### src/rtl/tdm_demux_4.sv
// tdm_demux_4: receive side of a 4-slot TDM link. Tracks slot position
// against a frame-sync marker, collects slots 0..2 in holding registers and
// commits all four channel outputs together when slot 3 arrives.
module tdm_demux_4 #(
  parameter int WIDTH = 1
) (
  input  logic             clk,
  input  logic             rst_n,
  input  logic [WIDTH-1:0] din,
  input  logic             din_valid,
  input  logic             fsync,
  output logic [WIDTH-1:0] o1,
  output logic [WIDTH-1:0] o2,
  output logic [WIDTH-1:0] o3,
  output logic [WIDTH-1:0] o4,
  output logic [1:0]       slot,
  output logic             locked,
  output logic             frame_done,
  output logic             sync_err
);

  // Input handshake: there is no back-pressure. A sample is consumed on every
  // rising edge where din_valid=1; din and fsync are don't-care otherwise and
  // an idle cycle leaves all state untouched.

  localparam logic [0:0] HUNT   = 1'b0;
  localparam logic [0:0] LOCKED = 1'b1;

  logic [0:0]       state;
  logic [WIDTH-1:0] h1;
  logic [WIDTH-1:0] h2;
  logic [WIDTH-1:0] h3;

  // locked is the FSM state itself, so it doubles as the state observation port.
  assign locked = (state == LOCKED);

  // Slot tracking, holding registers, atomic frame commit and error pulses.
  always_ff @(posedge clk or negedge rst_n) begin
    if (!rst_n) begin
      state      <= HUNT;
      slot       <= 2'd0;
      h1         <= '0;
      h2         <= '0;
      h3         <= '0;
      o1         <= '0;
      o2         <= '0;
      o3         <= '0;
      o4         <= '0;
      frame_done <= 1'b0;
      sync_err   <= 1'b0;
    end else begin
      // Pulses last exactly one cycle; idle cycles always clear them.
      frame_done <= 1'b0;
      sync_err   <= 1'b0;
      if (din_valid) begin
        case (state)
          HUNT: begin
            // Samples without sync are silently dropped while hunting.
            if (fsync) begin
              h1    <= din;
              slot  <= 2'd1;
              state <= LOCKED;
            end
          end
          default: begin
            if (fsync) begin
              // Sync always restarts a frame; mid-frame it discards the
              // partial frame and flags the violation.
              h1   <= din;
              slot <= 2'd1;
              if (slot != 2'd0) sync_err <= 1'b1;
            end else begin
              case (slot)
                2'd0: begin
                  // Expected a sync marker: alignment is lost.
                  sync_err <= 1'b1;
                  slot     <= 2'd0;
                  state    <= HUNT;
                end
                2'd1: begin
                  h2   <= din;
                  slot <= 2'd2;
                end
                2'd2: begin
                  h3   <= din;
                  slot <= 2'd3;
                end
                default: begin
                  // Final slot: all four outputs change on the same edge.
                  o1         <= h1;
                  o2         <= h2;
                  o3         <= h3;
                  o4         <= din;
                  frame_done <= 1'b1;
                  slot       <= 2'd0;
                end
              endcase
            end
          end
        endcase
      end
    end
  end

endmodule

### config.mk
export PLATFORM = sky130hd
export DESIGN_NAME = tdm_demux_4
export DESIGN_NICKNAME = d
export VERILOG_FILES = /design/src/rtl/tdm_demux_4.sv
export SDC_FILE = /design/constraint.sdc
export NUM_CORES = 1
export LEC_CHECK = 0
export BUFFER_PORTS_ARGS = -buffer_cell sky130_fd_sc_hd__buf_2
export CAP_MARGIN = 40
export CORE_AREA = 2 2 39 41
export DETAILED_ROUTE_END_ITERATION = 16
export DIE_AREA = 0 0 41 43
export PLACE_DENSITY = 0.78
export SLEW_MARGIN = 10
export SYNTH_ARGS = -nofsm -noshare
export SYNTH_HDL_FRONTEND = slang
export SYNTH_SLANG_ARGS = --single-unit
export TNS_END_PERCENT = 100
### constraint.sdc
create_clock -name clk -period 3.66 [get_ports clk]
set_clock_uncertainty 0.1 [all_clocks]
set_input_delay 0.183 -clock clk [delete_from_list [all_inputs] [get_ports clk]]
set_output_delay 0.183 -clock clk [all_outputs]
set_load 0.05 [all_outputs]
* After elaboration in Yosys (flattened, before gate mapping)
Cells that the tools add are included.
Storage, ports and cells: flip-flop bits (word level) 12, input port bits 5, output and inout port bits 9, logic and storage cells 41
Cells by class: equality and inequality tests 2, muxes and demuxes 17, bitwise operators 2, reduce and logical (&&, ||, !) cells 9
Operators with widths (count):
- $mux 1 | 13
- $reduce_and 4->1 | 3
- $mux 2 | 3
- $pmux 2 s2 | 1
- $reduce_and 2->1 | 2
- $reduce_bool 2->1 | 2
- $reduce_or 3->1 | 1
- $eq 2x1->1 const B | 1
- $eq 2x2->1 const B | 1
- $logic_not 2->1 | 1
- $not 1->1 | 2

* Depth between registers and ports, before layout
Gate-level depths: netlist (run 1).
word-level depth 6, mapped depth 4, mapped depth without buffers 4

* Worst setup path before layout (run 1)
OpenSTA, ideal clock, no wires.
path kind register -> register, from register slot[0], to register h3, setup time 0.127 ns, arrival 1.420 ns, path slack 2.012 ns, stages on the path, launching flop included 5, buffers on the path 0, cell sequence dfrtp_1 inv_1 ha_1 nand4b_1 mux2_1
Between the ends: cells in the longest elaborated chain, start to end 2
RTL lines:
- start, declared | RTL line 16 | output logic [1:0] slot,
- start signal, assigned | RTL line 41 | slot <= 2'd0;
- start signal, assigned | RTL line 61 | slot <= 2'd1;
- start signal, assigned | RTL line 70 | slot <= 2'd1;
- $eq 2x2->1 | RTL line 73 | case (slot)
- $reduce_and 4->1 (no source line)
- end signal, assigned | RTL line 85 | h3 <= din;
- end, declared | RTL line 32 | logic [WIDTH-1:0] h3;
No other way between the ends. A chain may end at the register's enable or synchronous reset.

* Worst setup path in the final report (run 1)
from register state, in the netlist locked, to output locked
RTL lines:
- start, declared | RTL line 29 | logic [0:0] state;
- start signal, assigned | RTL line 40 | state <= HUNT;
- start signal, assigned | RTL line 62 | state <= LOCKED;
- start signal, assigned | RTL line 78 | state <= HUNT;
- end, declared | RTL line 17 | output logic locked,
No word-level cell between the ends.

==> results.yml, run 1 <==
cells_and_area:
  final_core_util_pct: 50.5
  diodes: 0
  fillCellCount: 136
  syn_to_final_growth_pct: 14.3
  drive_gt1_share_pct: 36.7
  nets: 72
critical_path:
  r2r_start: "slot[0]$_DFFE_PN0P_"
  worst_setup_path_start_kind: "flop"
  r2r-end: "o3$_DFFE_PN0P_"
  rrSetupSlack_ps: 2280
  worstRegToRegCells: 3
  slowest_delay_ps: 580
  path_cells: "buf_2"
  critical_path.top_delay_family: "flip-flops"
  setup.worst_path.end_class: "primary output"
  critPathKind: "flop to primary output"
  worstPathMaxFanout: 11
  crit_slowest_cell: "dfrtp_1"
  worstPathRequired_ps: 3380
  timing.critical_path.from: "locked$_DFFE_PN0P_"
  crit_arrival_ps: 1180
  worst-path-buf-inv: 1
place:
  place.gp.congestion: 0.721
  io_buffer_count: 13
  hpwl_um: 672
synth:
  ys_seq_elements: 12
  synth_area_leaders: "dfrtp_1, ha_1, mux2_4"
  synth_area_um2: 612
  synth_edf_count: 0
  syn_avg_cell_area_um2: 13.3
  ys_warn_count: 0
  yosysTopAreaCellShare_pct: 49.1
  synth_ff_type: "dfrtp_1"
  synth_cell_type_count: 18
  syn_nets: 56
  yosysTopAreaCell: "dfrtp_1"
  synthCells: 46
  ys_seq_area_share_pct: 49.1
  async_flop_share_pct: 100
cts:
  cts_tree: "built"
  cts-root-buf: "clkbuf_4"
  post_cts_buffers: 0
  cts_hold_buf: 1
  cts_buffer_depth: 2
  ctsResizeCount: 0
  cts_made_buffers: 3
  clk_latency_ps: 260
  h-tree-depth: 1
  cts.sinks: 12
  clk_pin_slew_ps: 70
timing:
  fin_worst_hold_slack_ps: 76.6
  layout_min_cycle_time_ps: 1470
  setup_violations: 0
  hold_violations: 0
  rsz0062_at_grt: "false"
  finalSetupTns_ps: 0
  post-route-period-util_pct: 40.1
  slew_headroom_pct: 73.9
  slew_viol_final: 0
  fmax_mhz: 682
  worstMarginPinSlew_ps: 392
min_path:
  whs_path_depth: 2
  min_from: "din"
  hold_path_class: "primary input to flop"
  hold_end: "h2$_DFFE_PN0P_"
route:
  drc: 0
  dr.pass1.iters: 3
  vias: 380
  drtIter0Drc: 6
  wire_per_inst_um: 12.0
  wl_um: 909
  via_per_inst: 5.00
  ant_nets: 0
die:
  dieHeight_um: 43
  die_width_um: 41
  io_pins: 14
  fp.coreArea_um2: 1380
  fp-row-count: 14
  start_util_pct: 44.2
  die_area_um2: 1760
status:
  status: "complete, no violations"
pwr:
  power_density_nw_per_um2: 830
  power.leakage_uw: 0.000367
  vdd_ir_drop_max_mv: 0.380
job:
  maxCapViolCount: 0
grt:
  grt_usage_pct: 12.1
  grt_max_degree: 13
  grt_pass1_vias: 358
  grt_first_pass_wirelength_um: 1460
  grt-ovfl-total: 0
  antenna_found_initial: 0
## cell usage after synthesis (2+ instances only)
library cell / n
buf_6: 2
dfrtp_1: 12
ha_1: 5
inv_1: 4
mux2_1: 3
mux2_4: 3
nand2_1: 2
nand4b_1: 3
nor2_1: 2
nor3_1: 2
## through the flow
step | instances | instance area (um^2) | power [uW] | worst slack (ps)
2_1_floorplan | 46 | 612 | 450 | 2010
3_3_place_gp | 72 | 667 | 501 | 2330
3_5_place_dp | 72 | 667 | 509 | 2280
4_1_cts | 76 | 699 | 587 | 2200
5_1_grt | 76 | 699 | 620 | 2150
6_report | 76 | 699 | 580 | 2190
## metal layers
layer / vias up / global-route usage [%] / routed length, um
met4: 0 / 6.00 / 17
met3: 2 / 3.14 / 48
met1: 178 / 16.6 / 459
met5: - / 0 / 0
met2: 12 / 16.9 / 384
li1: 188 / - / -
## worst max path at each step
stage / to / slack [ps] / cells after the start
final: locked / 2190 / 1
after global routing: locked / 2150 / 1
after CTS: locked / 2200 / 1
after detailed placement: o3$_DFFE_PN0P_ / 2280 / 3
after global placement: o3$_DFFE_PN0P_ / 2330 / 3
after floorplan: h3$_DFFE_PN0P_ / 2010 / 4
## report_power, final
group | internal (uW) | switching, uW
Combinational | 86.4 | 191
Clock | 38.0 | 38.4
Sequential | 183 | 43.6
Total | 307 | 273
## layout make-up
class / instances / area, um^2 / share of cell area [%]
timing repair buffer: 14 / 75.1 / 10.7
multi-input combinational: 27 / 267 / 38.1
sequential: 12 / 300 / 42.9
clock buffer: 3 / 22.5 / 3.22
inverter: 4 / 15.0 / 2.15
tap: 16 / 20.0 / 2.86
## cells by family after synthesis
group / Yosys count / synth area share (%)
muxes: 7 / 14.7
DFF: 12 / 49.1
buffers and inverters: 7 / 7.36
and+or+nand+nor: 12 / 15.3
adders and majority gates: 5 / 10.2
AOI/OAI and AO/OA: 3 / 3.27
## cell usage in the layout, fill, tap and decap left out, types with 2 or more instances in the layout
cell	Yosys	layout
clkbuf_4	0	3
mux2_1	3	3
nor3_1	2	2
nand4b_1	3	3
nor2_1	2	2
inv_1	4	4
buf_2	0	13
ha_1	5	5
mux2_4	3	3
dfrtp_1	12	12
nand2_1	2	2
## flip-flops by register name (all words and copies together), names as in the netlist
register	count
h2	1
sync_err	1
slot	2
h1	1
locked	1
o1	1
h3	1
o2	1
frame_done	1
o3	1
o4	1
Note: power is estimated with default switching activity, not from simulation.
==> run 2: changes to the inputs <==
Settings changed: CORE_AREA 2 2 39 41 to default, CORE_MARGIN from default to 2, CORE_UTILIZATION from default to 45, DIE_AREA 0 0 41 43 to default, PLACE_DENSITY 0.78 to 0.79.
Clock period 3.66 ns to 1.25 ns, I/O delays scaled along.
==> run 2 against run 1 <==
The flow now finishes with violations (setup timing). Highest routed layer is now met3. Setup slack got worse by 2300 ps. Sequential cell count unchanged. Combinational power increased to 4.1 times the previous value. Utilization up 16 points. Critical endpoint is now h2$_DFFE_PN0P_. Via count rose by 16%. Global-route usage is 7.2 points higher.
==> results.yml, run 2 (synthesis results as in run 1) <==
pwr:
  power_density_nw_per_um2: 2420
  power.leakage_uw: 0.000419
  power.total_uw: 2080
  vdd_ir_drop_max_mv: 1.21
grt:
  grt-ovfl-total: 0
  grt_pass1_vias: 409
  grt_usage_pct: 19.2
  grt_max_degree: 13
  antenna_found_initial: 0
  grt_first_pass_wirelength_um: 1940
timing:
  setup_violations: 9
  slew_viol_final: 0
  layout_min_cycle_time_ps: 1350
  rsz0062_at_grt: "true"
  slew_headroom_pct: 81.0
  setup_ws_ps: -97.5
  hold_violations: 0
  worstMarginPinSlew_ps: 285
  post-route-period-util_pct: 108
  fin_worst_hold_slack_ps: 22.9
  fmax_mhz: 742
place:
  hpwl_um: 821
  post-place-ws_ps: -74.1
  io_buffer_count: 13
  dpl_cell_area_um2: 707
  place.gp.congestion: 0.755
die:
  start_util_pct: 47.6
  fp-row-count: 13
  die_width_um: 40.9
  io_pins: 14
  dieHeight_um: 40.9
  die_area_um2: 1670
  fp.coreArea_um2: 1280
critical_path:
  worstPathRequired_ps: 1300
  crit_slowest_cell: "dfrtp_2"
  r2r_start: "slot[1]$_DFFE_PN0P_"
  worstPathMaxFanout: 4
  rrSetupSlack_ps: -100
  r2r-end: "h2$_DFFE_PN0P_"
  critical_path.top_delay_family: "flip-flops"
  worst_setup_path_start_kind: "flop"
  slowest_delay_ps: 470
  worst-path-buf-inv: 1
  setup.worst_path.end_class: "flop"
  critPathKind: "flop to flop"
  crit_arrival_ps: 1400
  path_cells: "inv_2, ha_4, nand4b_1, mux2_4"
  worstRegToRegCells: 4
min_path:
  hold_path_class: "primary input to flop"
  hold_end: "sync_err$_DFF_PN0_"
  min_from: "din_valid"
  whs_path_depth: 3
cells_and_area:
  fillCellCount: 101
  largest_reg_flops: 2
  nets: 80
  final_common_cell: "buf_2"
  syn_to_final_growth_pct: 40.5
  drive_gt1_share_pct: 62.3
  largest-register: "slot"
  multiInputGateArea_um2: 345
  diodes: 0
  final_area_um2: 860
  seq_area_um2: 304
  final_cell_mix: "buf_2, dfrtp_1, buf_4"
route:
  dr.pass1.iters: 4
  drtIter0Drc: 8
  drc: 0
  ant_nets: 0
  wl_um: 1310
  wire_per_inst_um: 15.6
  via_per_inst: 5.23
  vias: 439
cts:
  cts_buffer_depth: 2
  cts.sinks: 12
  clk_latency_ps: 270
  cts_made_buffers: 3
  clk_pin_slew_ps: 80
  cts_tree: "built"
  h-tree-depth: 1
  cts-root-buf: "clkbuf_4"
status:
  failed_checks: "setup timing"
  status: "finished, violations left"
job:
  maxCapViolCount: 0
## run 2: changes by cell type in the layout (fill, tap and decap cells not counted), sizes merged
| cell | previous run | this run |
|---|---|---|
| buf | 13 | 20 |
| clkbuf | 3 | 4 |
| dlygate4sd3 | 1 | 2 |
## run 2: how the worst max path moves through the flow
stage / start / endpoint / slack, ps / cells past startpoint
detailed placement: slot[0]$_DFFE_PN0P_ / h3$_DFFE_PN0P_ / -70 / 4
floorplan: slot[0]$_DFFE_PN0P_ / h3$_DFFE_PN0P_ / -180 / 4
finish: slot[1]$_DFFE_PN0P_ / h2$_DFFE_PN0P_ / -100 / 4
global placement: slot[0]$_DFFE_PN0P_ / h3$_DFFE_PN0P_ / -60 / 4
global route: slot[1]$_DFFE_PN0P_ / h2$_DFFE_PN0P_ / -160 / 4
CTS: slot[1]$_DFFE_PN0P_ / h2$_DFFE_PN0P_ / -100 / 4
## run 2: metal layers
metal	vias to the layer above	global-route usage, %	wire [um]
met3	0	4.89	72
met5	-	0	0
li1	207	-	-
met4	0	10.0	0
met1	217	23.3	560
met2	15	30.9	680
## run 2: final cells by class
type	instances	area share, %
Sequential cell	12	35.4
Inverter	4	1.75
Clock buffer	4	3.06
Multi-Input combinational cell	27	40.2
Tap cell	15	2.18
Timing Repair Buffer	22	17.5
## run 2: worst min-delay path: cells and delay by family
family | cells | cell delay, ps
buffers and inverters | 1 | 180
and+or+nand+nor | 2 | 130
## run 2: where the power goes
part	switching (uW)	internal [uW]
combinational	673	467
clock	127	123
sequential	144	543
total	944	1130
## run 2: timing repair
item                                   in CTS  in global routing
setup endpoints to repair                   6                 12
endpoints found under the hold margin      16                  0
pin swaps                                   1                  0
hold buffers                                2                  0
resized for setup                          12                  3
buffers inserted                            3                  1
## run 2: stage by stage
step                TNS (ps)  util, %  cells
floorplan              -1350        -     46
global placement       -88.0     55.0     74
detailed placement      -262     55.0     74
CTS                     -560     65.3     83
global route           -1080     66.9     84
finish                  -634     66.9     84
